[config.mk]
export PLATFORM = sky130hd
export DESIGN_NAME = i2c_slave_read
export DESIGN_NICKNAME = d
export VERILOG_FILES = /design/src/rtl/i2c_slave_read.sv
export SDC_FILE = /design/constraint.sdc
export NUM_CORES = 1
export LEC_CHECK = 0
export CORE_MARGIN = 1
export CORE_UTILIZATION = 40
export CTS_CLUSTER_DIAMETER = 200
export CTS_CLUSTER_SIZE = 14
export DETAILED_ROUTE_END_ITERATION = 16
export PLACE_DENSITY_LB_ADDON = 0.12
export SLEW_MARGIN = 20
export SYNTH_ARGS = -nofsm -noshare
export SYNTH_HDL_FRONTEND = slang
export SYNTH_SLANG_ARGS = --single-unit
export TNS_END_PERCENT = 100
[constraint.sdc]
create_clock -name clk -period 1.9 [get_ports clk]
set_input_delay 0.19 -clock clk [delete_from_list [all_inputs] [get_ports clk]]
set_output_delay 0.19 -clock clk [all_outputs]
set_load 0.01 [all_outputs]
[src/rtl/i2c_slave_read.sv]
// I2C slave receive engine: samples SDA on each SCL rise, reports START/STOP and bus errors.
// Strobes are combinational on the current bus sample; bus state and data_byte are registered.
module i2c_slave_read (
  input  logic       clk,
  input  logic       rst_n,
  input  logic       rd_en,
  input  logic       is_byte,
  output logic       rd_vld,
  output logic       data_o,
  output logic [7:0] data_byte,
  output logic       rd_finish,
  output logic       get_start,
  output logic       get_stop,
  output logic       bus_err,
  input  logic       scl_i,
  input  logic       sda_i
);

  typedef enum logic [1:0] {IDLE, WAIT_RISE, WAIT_FALL, DONE} state_t;

  state_t     state_q;
  logic       scl_q;
  logic       sda_q;
  logic [2:0] cnt_q;
  logic       last_q;
  logic       byte_q;
  logic [7:0] data_byte_q;

  logic scl_rise, scl_fall, sda_rise, sda_fall, scl_hold_hi;
  logic in_rise, in_fall;

  assign scl_rise    = scl_i & ~scl_q;
  assign scl_fall    = ~scl_i & scl_q;
  assign sda_rise    = sda_i & ~sda_q;
  assign sda_fall    = ~sda_i & sda_q;
  // SDA edges only count while SCL stays high across both samples, so a
  // simultaneous SCL/SDA change is seen purely as an SCL edge.
  assign scl_hold_hi = scl_i & scl_q;

  assign in_rise = (state_q == WAIT_RISE) & rd_en;
  assign in_fall = (state_q == WAIT_FALL) & rd_en;

  assign get_start = scl_hold_hi & sda_fall;
  assign get_stop  = scl_hold_hi & sda_rise;
  assign rd_vld    = in_rise & scl_rise;
  assign data_o    = rd_vld & sda_i;
  assign bus_err   = in_fall & scl_hold_hi & (sda_rise | sda_fall);
  assign rd_finish = bus_err | (in_fall & scl_fall & ~(byte_q & ~last_q));
  assign data_byte = data_byte_q;

  always_ff @(posedge clk or negedge rst_n) begin
    if (!rst_n) begin
      state_q     <= IDLE;
      scl_q       <= 1'b1;
      sda_q       <= 1'b1;
      cnt_q       <= 3'd0;
      last_q      <= 1'b0;
      byte_q      <= 1'b0;
      data_byte_q <= 8'h00;
    end else begin
      scl_q <= scl_i;
      sda_q <= sda_i;
      case (state_q)
        IDLE: begin
          if (rd_en && !scl_i) begin
            state_q     <= WAIT_RISE;
            byte_q      <= is_byte;
            cnt_q       <= 3'd0;
            last_q      <= 1'b0;
            data_byte_q <= 8'h00;
          end
        end
        WAIT_RISE: begin
          if (!rd_en) begin
            state_q <= IDLE;
          end else if (scl_rise) begin
            data_byte_q <= {data_byte_q[6:0], sda_i};
            cnt_q       <= cnt_q + 3'd1;
            // The counter wraps on the 8th bit, so remember that it was the last one.
            last_q      <= (cnt_q == 3'd7);
            state_q     <= WAIT_FALL;
          end
        end
        WAIT_FALL: begin
          if (!rd_en) begin
            state_q <= IDLE;
          end else if (rd_finish) begin
            state_q <= DONE;
          end else if (scl_fall) begin
            state_q <= WAIT_RISE;
          end
        end
        DONE: begin
          if (!rd_en) state_q <= IDLE;
        end
        default: state_q <= IDLE;
      endcase
    end
  end

endmodule

==> results.ini <==
[placement]
setup_slack_at_placement_ns = -0.3543
portBuffers = 19
numPlacedInstances = 119
globalplace.congestion = 0.8939
hpwl_mm = 1.197

[setup_path]
critical_path.startpoint_type = flip-flop
end_kind = output port
cp_data_required_time_ns = 1.71
critical_path_class = reg2out
crit_path_max_fo = 2
critical_path_arrival_ns = 1.59

[min_path]
type_of_the_most_critical_hold_path = in2async

[synthesis]
ys_top_cells_by_area = dfrtp_1, a22o_1, dfstp_2
synth-seq-area-share = 0.5311
synth_warnings = 0
synth_top_cell_area_share = 0.4658
postSynthNetCount = 79
postSynthCellCount = 69
synth.cell_area_sq_um = 805.8
most_area_hungry_cell_type_in_the_yosys_netlist = dfrtp_1
postSynthAreaPerCell_sq_um = 11.68
synth.ff_latch_count = 17
synth.lib_cells_used.distinct = 26

[timing]
worst_pin_slew_ns = 0.4639
finalCritPeriodShare = 0.9387
rsz_0062_raised_after_global_routing = false
timing_max_transition_violations_final = 0
final.hold.worst_slack_ns = 0.2080
setup_slack_ns = 0.1166
setup_viol = 0
clock-skew-final_ns = 0.01208
timing.final.hold_violations = 0
finalCriticalPeriod_ns = 1.783
fmaxAchievable_ghz = 0.5607
max_slew_margin = 0.6907
setup_total_negative_slack_ns = 0

[cts]
root_buffer = clkbuf_4
numCtsBuffers = 3
clk_transition_reported_paths_ns = 0.10
ctsLongestPathBuffers = 2
clock-sinks = 17
h_tree_levels = 1
insertion_delay_ns = 0.29
tritoncts = built
total_of_hold_buffers_inserted_after_clock_tree_synthesis = 0

[final_layout]
final_cell_count_without_fillers = 124
area_growth_syn_to_layout_pct = 38.20
final_net_count = 110
highest_count_cells_in_the_layout_ignoring_fill_and_taps = dfrtp_1, a22o_1, clkdlybuf4s50_1
drive_above_1_share = 0.2424
n_antenna_cell = 0
final_common_cell = dfrtp_1

[drt]
detailedRoute.firstIterationViolations = 17
detail-route-antenna-nets = 0
totalWireLength_mm = 1.681
via_count = 664
avgRoutedWirePerCell_um = 13.56
detail_route.vias_per_cell = 5.355
route.detailed.drc = 0
firstDrtPassIters = 4

[global_route]
antenna_violations_before_repair = 0
grt_pass1_wl_mm = 2.822
maximum_number_of_pins_on_one_net_before_global_route_repair = 18
globalRoute.totalOverflow = 0
grt_pass1_vias = 650
grtUsageTotal = 0.1849

[die]
die-area_sq_um = 2198
fp.dieH_um = 46.88
floorplan.die.width_um = 46.88
initial_core_util = 0.4472
io_pins = 20
core_area_sq_um = 1802
rows = 15

[power_and_ir_drop]
combPwrFrac = 0.164
irDropWorstVdd_mv = 0.5271
p_clk_frac = 0.266
pwr_density_cell_nw_per_um2 = 630.9
power.net_switching_w = 0.0001799
internal-power_w = 0.0005227
switching_share = 0.2561
leakagePower_nw = 0.5985
p_seq_frac = 0.569

[run]
max_cap_viols = 0

[run_status]
outcome = finished clean

## stage by stage
stage / instance area [sq um] / util / total power [W]
6_report: 1114 / 0.6181 / 0.0007026
3_3_place_gp: 1071 / 0.5944 / 0.0005127
3_5_place_dp: 1071 / 0.5944 / 0.0005191
5_1_grt: 1114 / 0.6181 / 0.0007437
2_1_floorplan: 805.8 / - / 0.0004629
4_1_cts: 1105 / 0.6132 / 0.0007097
## sequential cells by signal, indices dropped and copies added, names as in the netlist
register   flops
data_byte      8
cnt_q          3
last_q         1
sda_q          1
byte_q         1
state_q        2
scl_q          1
## timing repair
action | in CTS | in global routing
gates cloned | 0 | 0
pin swaps | 0 | 1
resized for setup | 8 | 9
buffers inserted | 1 | 0
endpoints found under the setup margin | 8 | 9
## worst max-delay path, stage by stage, from the launching register on
cell and delay [ns]:
dfstp_2 0.55, ha_1 0.25, buf_4 0.15, nor3_1 0.20, clkbuf_2 0.17
## worst paths after layout
path,start,endpoint,cells past startpoint,slack [ns]
worst max-delay path,sda_q,bus_err,4,0.12
worst min-delay path,rst_n,data_byte[6],2,0.21
worst max register to register,scl_q,cnt_q[2],4,0.34
worst min register to register,data_byte[7],data_byte[7],1,0.50
max in group asynchronous,rst_n,scl_q,2,1.45
min in group clk,scl_i,scl_q,1,0.27
## power by group through the flow
| stage | Sequential (W) | Clock, W | Combinational (W) |
|---|---|---|---|
| 5_1_grt | 0.000401 | 0.000214 | 0.000128 |
| 3_5_place_dp | 0.000408 | 0 | 0.000111 |
| 6_report | 0.000400 | 0.000187 | 0.000116 |
| 4_1_cts | 0.000400 | 0.000195 | 0.000115 |
| 3_3_place_gp | 0.000408 | 0 | 0.000105 |
| 2_1_floorplan | 0.000404 | 0 | 0.0000594 |
## layer usage
metal | up-vias | GRT usage | part of all wire
met3 | 4 | 0.06923 | 0.049
met4 | 0 | 0.04000 | 0.0083
met5 | - | 0 | 0
met1 | 327 | 0.2518 | 0.45
met2 | 19 | 0.2833 | 0.49
li1 | 314 | - | -
## cell families (layout without fill, tap and decap cells)
group	after synthesis	in the layout	synth area share
mux	1	1	0.01397
fa+ha+maj	4	4	0.06211
flops	17	17	0.5311
simple gates	18	18	0.1398
buf+inv	8	38	0.05744
compound gates	21	21	0.1957
## synthesized netlist by cell type (all sizes together)
master / number
o21ai: 4
a21o: 1
nor3: 1
o22ai: 1
inv: 4
and3: 3
and3b: 1
a21oi: 2
nor2: 2
dfrtp: 15
nand2: 2
and2: 1
nand4bb: 1
a2111oi: 1
nor2b: 3
buf: 4
ha: 4
dfstp: 2
nand3: 1
mux2: 1
nand2b: 1
nor3b: 2
a22o: 12
## area by class of cell
| type | count | area [sq um] |
|---|---|---|
| Fill cell | 168 | 688.2 |
| Clock buffer | 3 | 22.52 |
| Inverter | 4 | 15.01 |
| Timing Repair Buffer | 30 | 267.8 |
| Multi-Input combinational cell | 44 | 344.1 |
| Sequential cell | 17 | 427.9 |
| Tap cell | 25 | 31.28 |
| Clock inverter | 1 | 5.005 |
Note: power is estimated with default switching activity, not from simulation.
==> RTL edit (same settings) <==
The 4 states of `state_t` get a one-hot encoding in 4 bits.
--- a/src/rtl/i2c_slave_read.sv
+++ b/src/rtl/i2c_slave_read.sv
@@ -17,5 +17,5 @@
 );
 
-  typedef enum logic [1:0] {IDLE, WAIT_RISE, WAIT_FALL, DONE} state_t;
+  typedef enum logic [3:0] {IDLE = 4'b0001, WAIT_RISE = 4'b0010, WAIT_FALL = 4'b0100, DONE = 4'b1000} state_t;
 
   state_t     state_q;
Behaviour: same outputs for any inputs over 10 cycles, from zero or initial values and one cycle with rst_n low; not proved beyond that.
==> RTL edit against the original RTL <==
- count of clock-buffer cells in the layout is 1 higher
- cell count is 43% higher
- wire length is 37% higher
- power is 73% higher
- sequential cell count is 2 higher
- sequential power is 30% higher
- worst setup slack better by 0.029 ns
- clock power is 5% higher
- design area is 32% higher
- non-clock buffer count is 7 higher
- first-iteration DRC count stayed put
- synthesized area is 34% higher
- register-to-register slack worse by 0.15 ns
==> RTL edit: results <==
metrics = {
    "outcome": {
        "status": "finished, final reports clean",
    },
    "worst_setup_path": {
        "reg2reg_from": "state_q[3]",
        "r2r_end": "state_q[2]",
        "arrival_ns": 1.56,
        "r2r_setup_slack_ns": 0.19,
        "cp_max_fo": 6,
        "rr_worst_depth": 5,
    },
    "placed_design": {
        "dp_hpwl_um": 1710,
        "placed_cell_area_sq_um": 1430,
        "pre_cts_ws_ns": -0.237,
        "globalplace.congestion": 0.823,
        "portBuffers": 19,
    },
    "final_layout": {
        "diodes": 0,
        "num-nets-final": 158,
        "drive_gt1_share_pct": 24.5,
    },
    "grt": {
        "grt_max_degree": 20,
        "grt_pass1_vias": 821,
        "overflow": 0,
        "grt_pass1_wl_um": 3750,
        "grtUsageTotal_pct": 18.5,
    },
    "logic_synthesis": {
        "synth_most_common_cell": "dfrtp_1",
        "synth_seq_area_share_pct": 44.5,
        "synthTopCellsByCount": "dfrtp_1, nand2_1, inv_1, mux2i_1, nor2_1",
        "yosysWarnings": 0,
        "synth_area_leaders": "dfrtp_1, mux2i_1, dfstp_2",
        "synth_fp_nets": 119,
        "yosysUniqueCellTypes": 33,
    },
    "pwr": {
        "max-vdd-ir-drop_v": 0.000508,
        "leakage_uw": 0.000741,
        "switchingPower_uw": 408,
    },
    "job": {
        "cap_viol_max_count": 0,
    },
    "sta": {
        "slew_headroom_pct": 82.8,
        "skew_ns": 0.00472,
    },
    "cts": {
        "root_buffer": "clkbuf_4",
        "cts_setup_buffers": 0,
        "numCtsBuffers": 3,
        "hold_buffers": 0,
    },
    "detailed_routing": {
        "drtIter0Drc": 17,
        "viasPerCell": 5.15,
        "first_pass_iters": 5,
        "antenna_left": 0,
        "routed_wirelength_um": 2300,
    },
}
[RTL edit: changes by cell type after synthesis, moves of 3 or more]
cell / delta
nand2_1: +13
a22o_1: -12
mux2i_1: +11
inv_1: +10
nor2_1: +4
nand3_1: +3
[RTL edit: per-layer routing]
metal	wire length [um]	track usage [%]	part of all wire, %
met1	1080	25.2	47
met2	1100	29.2	48
met3	112	5.08	4.9
met4	15	3.95	0.65
met5	0	0	0
[RTL edit: how the worst max path moves through the flow]
| stage | startpoint | endpoint | slack, ns | depth (start not counted) |
|---|---|---|---|---|
| CTS | sda_q | rd_finish | 0.01 | 5 |
| floorplan | state_q[3] | state_q[2] | 0.42 | 4 |
| finish | state_q[0] | bus_err | 0.15 | 5 |
| detailed placement | sda_i | rd_finish | -0.24 | 7 |
| global route | state_q[0] | bus_err | 0.03 | 5 |
| global placement | sda_i | rd_finish | -0.19 | 7 |
[RTL edit: timing repair]
action                     CTS  global route
hold endpoints to repair     0             0
resized for setup            6             8
pin swaps                    0             0
setup endpoints to repair    4             5
[RTL edit: critical path, stage by stage, from the launching register on]
cell and delay (ns):
dfstp_2 0.39, buf_4 0.15, nor2b_1 0.18, nand3_2 0.12, nor3_1 0.16, dlygate4sd2_1 0.28
[RTL edit: cells by family after synthesis]
kind of cell               count (synthesis)  synth area share [%]
AOI/OAI and AO/OA                         15                  10.7
buffers and inverters                     17                  6.85
muxes                                     12                  11.3
adders and majority gates                  4                  4.65
and+or+nand+nor                           42                  22.1
DFF                                       19                  44.5
[RTL edit: power groups by stage]
| stage | clock (uW) | sequential, uW | combinational, uW |
|---|---|---|---|
| CTS | 209 | 521 | 495 |
| floorplan | 0 | 535 | 302 |
| global placement | 0 | 525 | 484 |
| global route | 233 | 532 | 556 |
| finish | 196 | 520 | 502 |
| detailed placement | 0 | 529 | 491 |
[RTL edit: cell type report]
type                    instances  area [sq um]
inverters                      14          52.6
clock buffers                   4          26.3
flip-flops and latches         19           479
repair buffers                 37           330
multi-input cells              73           541
well taps                      30          37.5
fillers                       227          1030
[RTL edit: through the flow]
step	std cells	total power (uW)	TNS (ns)	util, %	hold slack, ns
after floorplan	109	837	0	-	-0.106
after global placement	173	1010	-0.364	57.3	0.467
after detailed placement	173	1020	-0.455	57.3	0.478
after CTS	177	1230	0	58.5	0.230
after global routing	177	1320	0	58.7	0.248
final	177	1220	0	58.7	0.226
